==> config.mk <==
export PLATFORM = sky130hd
export DESIGN_NAME = dpd_adapt_ctrl
export DESIGN_NICKNAME = d
export VERILOG_FILES = /design/src/rtl/dpd_pkg.sv /design/src/rtl/dpd_adapt_ctrl.sv
export SDC_FILE = /design/constraint.sdc
export NUM_CORES = 1
export LEC_CHECK = 0
export ABC_AREA = 1
export CORE_UTILIZATION = 60
export CTS_BUF_LIST = sky130_fd_sc_hd__clkbuf_8
export CTS_CLUSTER_DIAMETER = 30
export DETAILED_ROUTE_END_ITERATION = 8
export PLACE_DENSITY = 0.83
export SETUP_SLACK_MARGIN = 0.1
export SYNTH_ARGS = -nofsm -noshare
export SYNTH_HDL_FRONTEND = slang
export SYNTH_SLANG_ARGS = --single-unit
export TNS_END_PERCENT = 50
==> constraint.sdc <==
create_clock -name clk -period 3.2 [get_ports clk]
set_input_delay 0.32 -clock clk [delete_from_list [all_inputs] [get_ports clk]]
set_output_delay 0.32 -clock clk [all_outputs]
set_load 0.02 [all_outputs]
==> src/rtl/dpd_pkg.sv <==
// Shared constants for the DPD adaptation sequencer: FSM state codes and the
// default settle/adapt/hold timing used by top-level integration.
package dpd_pkg;

  typedef logic [2:0] state_t;

  localparam state_t IDLE   = 3'd0;
  localparam state_t SETTLE = 3'd1;
  localparam state_t ADAPT  = 3'd2;
  localparam state_t HOLD   = 3'd3;
  localparam state_t STOP   = 3'd4;

  // Settle covers the dpd loop latency (DELAY=507) plus margin.
  localparam int DEF_SETTLE_CYCLES = 1024;
  localparam int DEF_ADAPT_CYCLES  = 4096;
  localparam int DEF_HOLD_CYCLES   = 65536;

endpackage

==> src/rtl/dpd_adapt_ctrl.sv <==
// DPD coefficient-adaptation sequencer: IDLE -> SETTLE -> ADAPT -> HOLD -> SETTLE ...
// Optional DPD_ADAPT_ITER_LIMIT_EN stops in STOP after MAX_ITER windows.
module dpd_adapt_ctrl
  import dpd_pkg::*;
#(
  parameter int SETTLE_CYCLES = DEF_SETTLE_CYCLES,
  parameter int ADAPT_CYCLES  = DEF_ADAPT_CYCLES,
  parameter int HOLD_CYCLES   = DEF_HOLD_CYCLES,
  parameter int CNT_W         = 20,
  parameter int ITER_W        = 16,
  parameter int MAX_ITER      = 8
) (
  input  logic              clk,
  input  logic              reset,
  input  logic              enable,
  input  logic              link_ok,
  input  logic              start,
  output logic              dpd_adapt,
  output logic              busy,
  output logic              iter_done,
  output logic [ITER_W-1:0] iter_cnt,
  output logic              abort
);

  localparam logic [CNT_W-1:0] SETTLE_LAST = CNT_W'(SETTLE_CYCLES - 1);
  localparam logic [CNT_W-1:0] ADAPT_LAST  = CNT_W'(ADAPT_CYCLES - 1);
  localparam logic [CNT_W-1:0] HOLD_LAST   = CNT_W'(HOLD_CYCLES - 1);

  state_t            state, state_n;
  logic [CNT_W-1:0]  cnt, cnt_n;
  logic              complete;
  logic              abort_n;

`ifdef DPD_ADAPT_ITER_LIMIT_EN
  localparam logic [ITER_W-1:0] BUDGET_LAST = ITER_W'(MAX_ITER - 1);
  logic [ITER_W-1:0] budget;
  logic              budget_clr;
`endif

  always_comb begin
    // NOTE: every combinational output gets a default first so no path infers a latch.
    state_n  = state;
    cnt_n    = cnt + 1'b1;
    complete = 1'b0;
    abort_n  = 1'b0;
`ifdef DPD_ADAPT_ITER_LIMIT_EN
    budget_clr = 1'b0;
`endif
    if (!enable) begin
      state_n = IDLE;
      cnt_n   = '0;
    end else if (!link_ok) begin
      abort_n = (state == SETTLE) || (state == ADAPT);
      state_n = IDLE;
      cnt_n   = '0;
    end else begin
      case (state)
        IDLE: begin
          state_n = SETTLE;
          cnt_n   = '0;
        end
        SETTLE: if (cnt == SETTLE_LAST) begin
          state_n = ADAPT;
          cnt_n   = '0;
        end
        ADAPT: if (cnt == ADAPT_LAST) begin
          complete = 1'b1;
          cnt_n    = '0;
`ifdef DPD_ADAPT_ITER_LIMIT_EN
          state_n  = (budget == BUDGET_LAST) ? STOP : HOLD;
`else
          state_n  = HOLD;
`endif
        end
        HOLD: if (start || cnt == HOLD_LAST) begin
          state_n = SETTLE;
          cnt_n   = '0;
        end
`ifdef DPD_ADAPT_ITER_LIMIT_EN
        STOP: begin
          cnt_n = '0;
          if (start) begin
            budget_clr = 1'b1;
            state_n    = SETTLE;
          end
        end
`endif
        default: begin
          state_n = IDLE;
          cnt_n   = '0;
        end
      endcase
    end
  end

  // Outputs are registered from the next-state decode so they line up with the state.
  always_ff @(posedge clk) begin
    if (reset) begin
      state     <= IDLE;
      cnt       <= '0;
      dpd_adapt <= 1'b0;
      busy      <= 1'b0;
      iter_done <= 1'b0;
      iter_cnt  <= '0;
      abort     <= 1'b0;
    end else begin
      // NOTE: sequential state uses non-blocking assignments so all registers update together.
      state     <= state_n;
      cnt       <= cnt_n;
      dpd_adapt <= (state_n == ADAPT);
      busy      <= (state_n == SETTLE) || (state_n == ADAPT);
      iter_done <= (state_n == ADAPT) && (cnt_n == ADAPT_LAST);
      abort     <= abort_n;
      if (complete && (iter_cnt != '1))
        iter_cnt <= iter_cnt + 1'b1;
    end
  end

`ifdef DPD_ADAPT_ITER_LIMIT_EN
  // Budget of windows since the last reset or restart-from-STOP; survives IDLE.
  always_ff @(posedge clk) begin
    if (reset || budget_clr)
      budget <= '0;
    else if (complete)
      budget <= budget + 1'b1;
  end
`endif

endmodule
# After elaboration in Yosys (flattened, before gate mapping)
# Cells that the tools add are included.
# word_totals
elab_cells	43
inputBits	5
out_inout_bits	20
register_bits	43
# op_classes
eq_ne	10
bitwise	1
n_reduce_logical	7
n_addsub	2
mux	16
# op_table
cell	count
$mux W20	5
$pmux W20 S3	1
$eq A20 B12 Y1 const B	2
$add A20 B1 Y20 const B	1
$eq A20 B10 Y1 const B	1
$eq A20 B16 Y1 const B	1
$add A16 B1 Y16 const B	1
$ne A16 B16 Y1 const B	1
$mux W3	5
$pmux W3 S4	1
$eq A3 B2 Y1 const B	3
$eq A3 B1 Y1 const B	2
$mux W1	4
$logic_not A3 Y1	1
$logic_or A1 B1 Y1	3
$reduce_or A3 Y1	1
$logic_and A1 B1 Y1	2
$not A1 Y1	1

# Depth between registers and ports, before layout
# Gate-level depths: netlist (run 1).
# depth
depth_word	8
ltp_mapped	14
depth_no_buf	14

# Worst setup path before layout (run 1)
# Ideal clock, no wire load.
# synth_timing
path_kind	flip-flop to flip-flop
from	register iter_cnt[0]
to	register iter_cnt[9]
period_less_slack_ps	1790
setup_ps	114
required_ps	3086
path_stages_with_launch	10
path_buffers	1
path_slack_ps	1410
arrival_time_ps	1676
cell_sequence	dfxtp_1 -> ha_1 -> nand2_1 -> nor2_2 -> nand3_1 -> nor2_2 -> nor2_4 -> buf_6 -> a21oi_1 -> nor2_1
# synth_via
elab_chain_cells	2
word_cells_on_any_way	3
classes_between	add/sub: 1; eq/ne: 1; reduce/logical: 1
# synth_rtl
item	line	source
from (decl)	dpd_adapt_ctrl.sv:21	output logic [ITER_W-1:0] iter_cnt,
from (signal assigned)	dpd_adapt_ctrl.sv:115	iter_cnt <= iter_cnt + 1'b1;
branches (longest 2 deep; another with $add A16 B1 Y16)	--	
# Several ways; the timed one is not identified.
# A chain may end at the register's enable or synchronous reset.

# Worst setup path after layout (run 1)
# layout_timing
from	register cnt[0]
to	register cnt[2]
# layout_via
elab_chain_cells	6
word_cells_on_any_way	11
classes_between	add/sub: 1; eq/ne: 3; mux: 6; reduce/logical: 1
# layout_rtl
item	line	source
from (decl)	dpd_adapt_ctrl.sv:30	logic [CNT_W-1:0] cnt, cnt_n;
from (signal assigned)	dpd_adapt_ctrl.sv:109	cnt <= cnt_n;
branches (longest 3 deep; another with $add A20 B1 Y20)	--	
$pmux W20 S3 (*)	dpd_adapt_ctrl.sv:57	case (state)
$mux W20 (*)	dpd_adapt_ctrl.sv:52	end else if (!link_ok) begin
$mux W20 (*)	dpd_adapt_ctrl.sv:49	if (!enable) begin
# Mark *: on every way between the ends.

==> results.ini, run 1 <==
[run_status]
outcome=finished, final reports clean

[cells_and_area]
insertedDiodeCount=0
fillers=357
post-route-util=0.730
final_common_cell=nand2_1
fin_nets=440
drive_gt1_frac=0.109
fin_area_um2=2980
layout_common_cells=nand2_1, nor2_1, inv_1
area_growth_pct=14.4

[global_routing]
grt_pass1_vias=2407
grt_usage=0.300
grt-ovfl-total=0
antenna_found_initial=0
grt_pass1_wl_um=10500
grt_max_degree=19

[clocking]
clockBufferDepth=2
htreeDepth=2
cts.sinks=43
ctsHoldBuffers=0
cts_buffers=5
path_clk_slew_ns=0.08
post_cts_buffers=0
cts.repair.resized=0
cts_tree=done
clockRootBuffer=clkbuf_8
clkLatencyLatePin_ns=0.30

[detailed_routing]
wire_per_inst_um=13.0
postRouteAntennaNets=0
viasPerCell=5.56
drt_wl_total_um=6270
route.detailed.drc=0
drt_iter0_drc=177
first_pass_iters=5
dr_total_vias=2685

[synth]
syn_inst=406
synth_seq_area_share=0.330
synth_fp_nets=413
synthFlopType=dfxtp_1
syn-cell-area_um2=2610
netlist-cell-type-count=36
ys_ff_latch=43
synth_edf_count=0
syn_avg_cell_area_um2=6.42
yosys_warnings=0
async_flop_share=0

[power_and_ir_drop]
ir_worst_vdd_mv=0.333
p_total_uw=975
p_leak_nw=1.16
p_per_area_nw_per_um2=327

[floorplanning]
ios=25
die_w_um=67.9
design.die.area_um2=4610
rows=23
core_area_um2=4090
die_height_um=67.9
initial_core_util=0.638

[critical_path]
arrival_ns=2.43
rr_startpoint=cnt[0]$_SDFF_PP0_
crit_type=reg2reg
crit_fanout=11
r2r_cells=14
cp-end-kind=flip-flop
crit_required_ns=3.40
cp-startpoint=cnt[0]$_SDFF_PP0_
cp-start-kind=flip-flop

[sta]
setup-tns-final_ns=0
hold_violations=0
rsz0062_at_grt=no
slew_violations=0
skew_ns=0.00489
hold_ws_ns=0.524
finalSetupViolations=0
fmax_mhz=449
min_period_over_period=0.695
period_minus_slack_ns=2.23

[placement]
placed_cell_area_um2=2880
place_congestion=0.892
io_buffers=24
hpwlAfterDp_um=4660

[min_path]
min_from=cnt[0]$_SDFF_PP0_
hp-class=reg2reg
holdPathStages=1

[run]
cap_violations=0

[worst max-delay path, cell delays in order (launching register included)]
cell	delay, ns
dfxtp_1	0.45
ha_1	0.26
nand2_2	0.08
nor2_4	0.17
nand2_4	0.10
nor2_4	0.12
nand2_1	0.07
nand2_1	0.08
nand3_2	0.10
nand2_2	0.15
inv_2	0.06
nand2_2	0.25
inv_1	0.12
nand2_1	0.07
inv_1	0.04
[power breakdown]
group / internal [mW] / total, mW / switching, mW
Combinational: 0.00760 / 0.0198 / 0.0122
Sequential: 0.536 / 0.537 / 0.00143
Clock: 0.228 / 0.418 / 0.190
[Yosys cell counts, types with 2 or more instances]
cell | instances | area (um^2)
nor3_1 | 7 | 35.0
ha_1 | 2 | 25.0
inv_2 | 2 | 7.51
o21bai_1 | 2 | 15.0
buf_6 | 2 | 22.5
nor2_2 | 16 | 100
xnor2_1 | 2 | 17.5
nand3_1 | 39 | 195
nor2_4 | 5 | 56.3
inv_1 | 55 | 206
and2_1 | 2 | 12.5
nand4_1 | 17 | 106
xor2_1 | 4 | 35.0
dfxtp_1 | 43 | 861
nand3_2 | 4 | 40.0
a21oi_1 | 16 | 80.1
nor2_1 | 62 | 233
nand2_1 | 101 | 379
nand2_2 | 8 | 50.1
[worst paths after layout]
| kind | end | slack [ns] |
|---|---|---|
| max | cnt[2]$_SDFF_PP0_ | 0.97 |
| min | cnt[0]$_SDFF_PP0_ | 0.52 |
| max reg2reg | cnt[2]$_SDFF_PP0_ | 0.97 |
| min reg2reg | cnt[0]$_SDFF_PP0_ | 0.52 |
[sequential cells by signal (all words and copies together) (netlist names)]
signal     count
cnt           20
dpd_adapt      1
abort          1
busy           1
state          3
iter_done      1
iter_cnt      16
[per-layer routing]
layer,global-route usage,vias to the layer above,share of wire
met1,0.399,1216,0.47
met5,0,-,0
met2,0.486,104,0.44
met3,0.0517,22,0.067
li1,-,1343,-
met4,0.104,0,0.022
[cell type report]
cell class                 instances  area, um^2  share of cell area
tap                               50        62.6              0.0210
sequential                        43         861               0.289
multi-input combinational        301        1490               0.501
clock inverter                     2        37.5              0.0126
timing repair buffer              24         240              0.0806
clock buffer                       5        68.8              0.0231
inverter                          58         218              0.0730
[cells by family after synthesis]
group	share of synthesized area
other	0.00144
XOR/XNOR	0.0202
flip-flops	0.330
adder cells (fa/ha/maj)	0.00960
AO/OA/AOI/OAI	0.0518
AND/OR/NAND/NOR	0.490
buffers and inverters	0.0965
[per-stage QoR]
step | cells | setup slack [ns]
final | 483 | 0.975
after floorplan | 406 | 1.41
after global routing | 483 | 0.768
after detailed placement | 476 | 0.922
after CTS | 483 | 0.993
after global placement | 476 | 0.983
Note: power is estimated with default switching activity, not from simulation.
==> inputs of run 2 (changes only) <==
- CORE_UTILIZATION: 60 -> 59
- PLACE_DENSITY: 0.83 -> 0.82
- clock period: 3.2 -> 2.2 ns (I/O delays scaled with it)
==> run 2 against run 1 <==
Compared with the run above: setup slack got worse by 0.73 ns; clock power rose by 56%; utilization rose by 1.0 points; clock skew rose by 0.0024 ns; non-clock buffer count rose by 7; total power rose by 51%; register-to-register slack got worse by 0.73 ns; hold slack got worse by 0.016 ns; global-route usage fell by 1.2 points; critical path depth fell by 1; critical endpoint is now cnt[15]$_SDFF_PP0_; largest cell class unchanged.
==> results.ini, run 2 (synthesized netlist as in run 1, its figures left out) <==
[floorplanning]
initial_core_util=0.633
rows=23
ios=25
design.die.area_um2=4690
die_height_um=68.5
die_w_um=68.5
core_area_um2=4120

[cells_and_area]
largest_reg_flops=20
area_growth_pct=16.9
layout_common_cells=nand2_1, nor2_1, inv_1
top_regs=cnt x20, iter_cnt x16, state x3
final_common_cell=nand2_1
regMostFlops=cnt
insertedDiodeCount=0
fin_nets=447
drive_gt1_frac=0.125

[global_routing]
grt_max_degree=19
grt_pass1_wl_um=10100
busiest_layer=met2
grt_use_met3=0.0583
grt_util_met2=0.469
antenna_found_initial=0
use_met1=0.384
grt_pass1_vias=2299
grt_usage=0.288
grt-ovfl-total=0

[critical_path]
path_buf_inv=3
path_common_cell=nand2_2
arrival_ns=2.14
slowest_stage=dfxtp_1
r2r_cells=13
rrSetupSlack_ns=0.25
crit_chain=ha_1, nand2_2, nor2_4, nand2_4, inv_2, nand3_2, nand2_2, nand3_2, nand2_2, inv_2, nand2_2, buf_4, nor2_1
cp-end-kind=flip-flop
timing.rr.end=cnt[15]$_SDFF_PP0_
crit_type=reg2reg
crit_fanout=7
cpPeakStageDelay_ns=0.36
crit_required_ns=2.39
cp-start-kind=flip-flop
crit_family=simple AND/OR/NAND/NOR gates
rr_startpoint=cnt[1]$_SDFF_PP0_

[sta]
finalSetupViolations=0
hold_violations=0
maxSlewHeadroom=0.658
skew_ns=0.00733
rsz0062_at_grt=yes
setup-tns-final_ns=0
period_minus_slack_ns=1.95
worst_pin_slew_ns=0.509
min_period_over_period=0.888
slew_violations=0
fin_ws_ns=0.247
fmax_mhz=512

[detailed_routing]
wire_per_inst_um=12.7
dr_total_vias=2678
viasPerCell=5.45
drt_wl_total_um=6210
postRouteAntennaNets=0
route.detailed.drc=0
first_pass_iters=5
drt_iter0_drc=171

[power_and_ir_drop]
p_comb_frac=0.023
p_per_area_nw_per_um2=482
p_leak_nw=1.21
pwr-share-clk=0.445
sequentialPowerShare=0.532
switching_share=0.209
p_int_mw=1.16
switchingPower_uw=307
p_total_mw=1.47
ir_worst_vdd_mv=0.351

[clocking]
ctsHoldBuffers=0
post_cts_buffers=0
clkLatencyLatePin_ns=0.30
cts_buffers=5
clockBufferDepth=2
cts.sinks=43
clockRootBuffer=clkbuf_8
htreeDepth=2
cts_tree=done
cts.repair.resized=0
path_clk_slew_ns=0.09

[placement]
io_buffers=24
pre_cts_ws_ns=0.256
place_congestion=0.897
hpwlAfterDp_um=4660

[min_path]
hp-class=reg2reg
min_to=iter_cnt[15]$_SDFFE_PP0P_
min_from=iter_cnt[15]$_SDFFE_PP0P_
holdPathStages=2

[run_status]
outcome=finished, final reports clean

[run]
cap_violations=0

==> run 2: changes by cell type in the layout (fill, tap and decap cells not counted), sizes merged <==
cell | previous run | this run
clkbuf | 5 | 6
clkinv | 1 | 2
buf | 0 | 7
clkinvlp | 1 | 0
==> run 2: worst max-delay path by stage <==
stage | from | cells after the start | end | slack [ns]
2_1_floorplan | iter_cnt[0]$_SDFFE_PP0P_ | 9 | iter_cnt[9]$_SDFFE_PP0P_ | 0.41
3_3_place_gp | link_ok | 9 | iter_done$_SDFF_PP0_ | 0.25
3_5_place_dp | enable | 9 | iter_done$_SDFF_PP0_ | 0.26
4_1_cts | cnt[1]$_SDFF_PP0_ | 13 | cnt[15]$_SDFF_PP0_ | 0.25
5_1_grt | cnt[1]$_SDFF_PP0_ | 11 | iter_cnt[10]$_SDFFE_PP0P_ | 0.09
6_report | cnt[1]$_SDFF_PP0_ | 13 | cnt[15]$_SDFF_PP0_ | 0.25
==> run 2: cell type report <==
type / instances / area, um^2
Timing Repair Buffer: 31 / 293
Clock inverter: 2 / 35.0
Sequential cell: 43 / 861
Clock buffer: 6 / 82.6
Multi-Input combinational cell: 301 / 1490
Tap cell: 50 / 62.6
Fill cell: 345 / 1070
Inverter: 58 / 218
==> run 2: through the flow <==
step | util | hold WS (ns) | cells | instance area, um^2
detailed placement | 0.711 | 0.499 | 483 | 2930
global placement | 0.711 | 0.492 | 483 | 2930
finish | 0.740 | 0.508 | 491 | 3050
floorplan | - | 0.415 | 406 | 2610
global route | 0.740 | 0.545 | 491 | 3050
CTS | 0.740 | 0.513 | 491 | 3050
==> run 2: power groups by stage <==
stage / Sequential [mW] / Combinational, mW / Clock, mW
CTS: 0.781 / 0.0337 / 0.649
finish: 0.781 / 0.0336 / 0.654
floorplan: 0.800 / 0.0168 / 0
detailed placement: 0.800 / 0.0336 / 0
global route: 0.782 / 0.0370 / 0.681
global placement: 0.800 / 0.0330 / 0
==> run 2: per-layer routing <==
metal | wire (um) | vias up
li1 | - | 1355
met1 | 2980 | 1227
met2 | 2790 | 88
met3 | 375 | 8
met4 | 64 | 0
met5 | 0 | -
==> run 2: tightest hold or removal path, delay by kind of cell (launching register included) <==
kind,cells,cell delay (ns)
flops,1,0.34
simple gates,1,0.07
compound gates,1,0.05
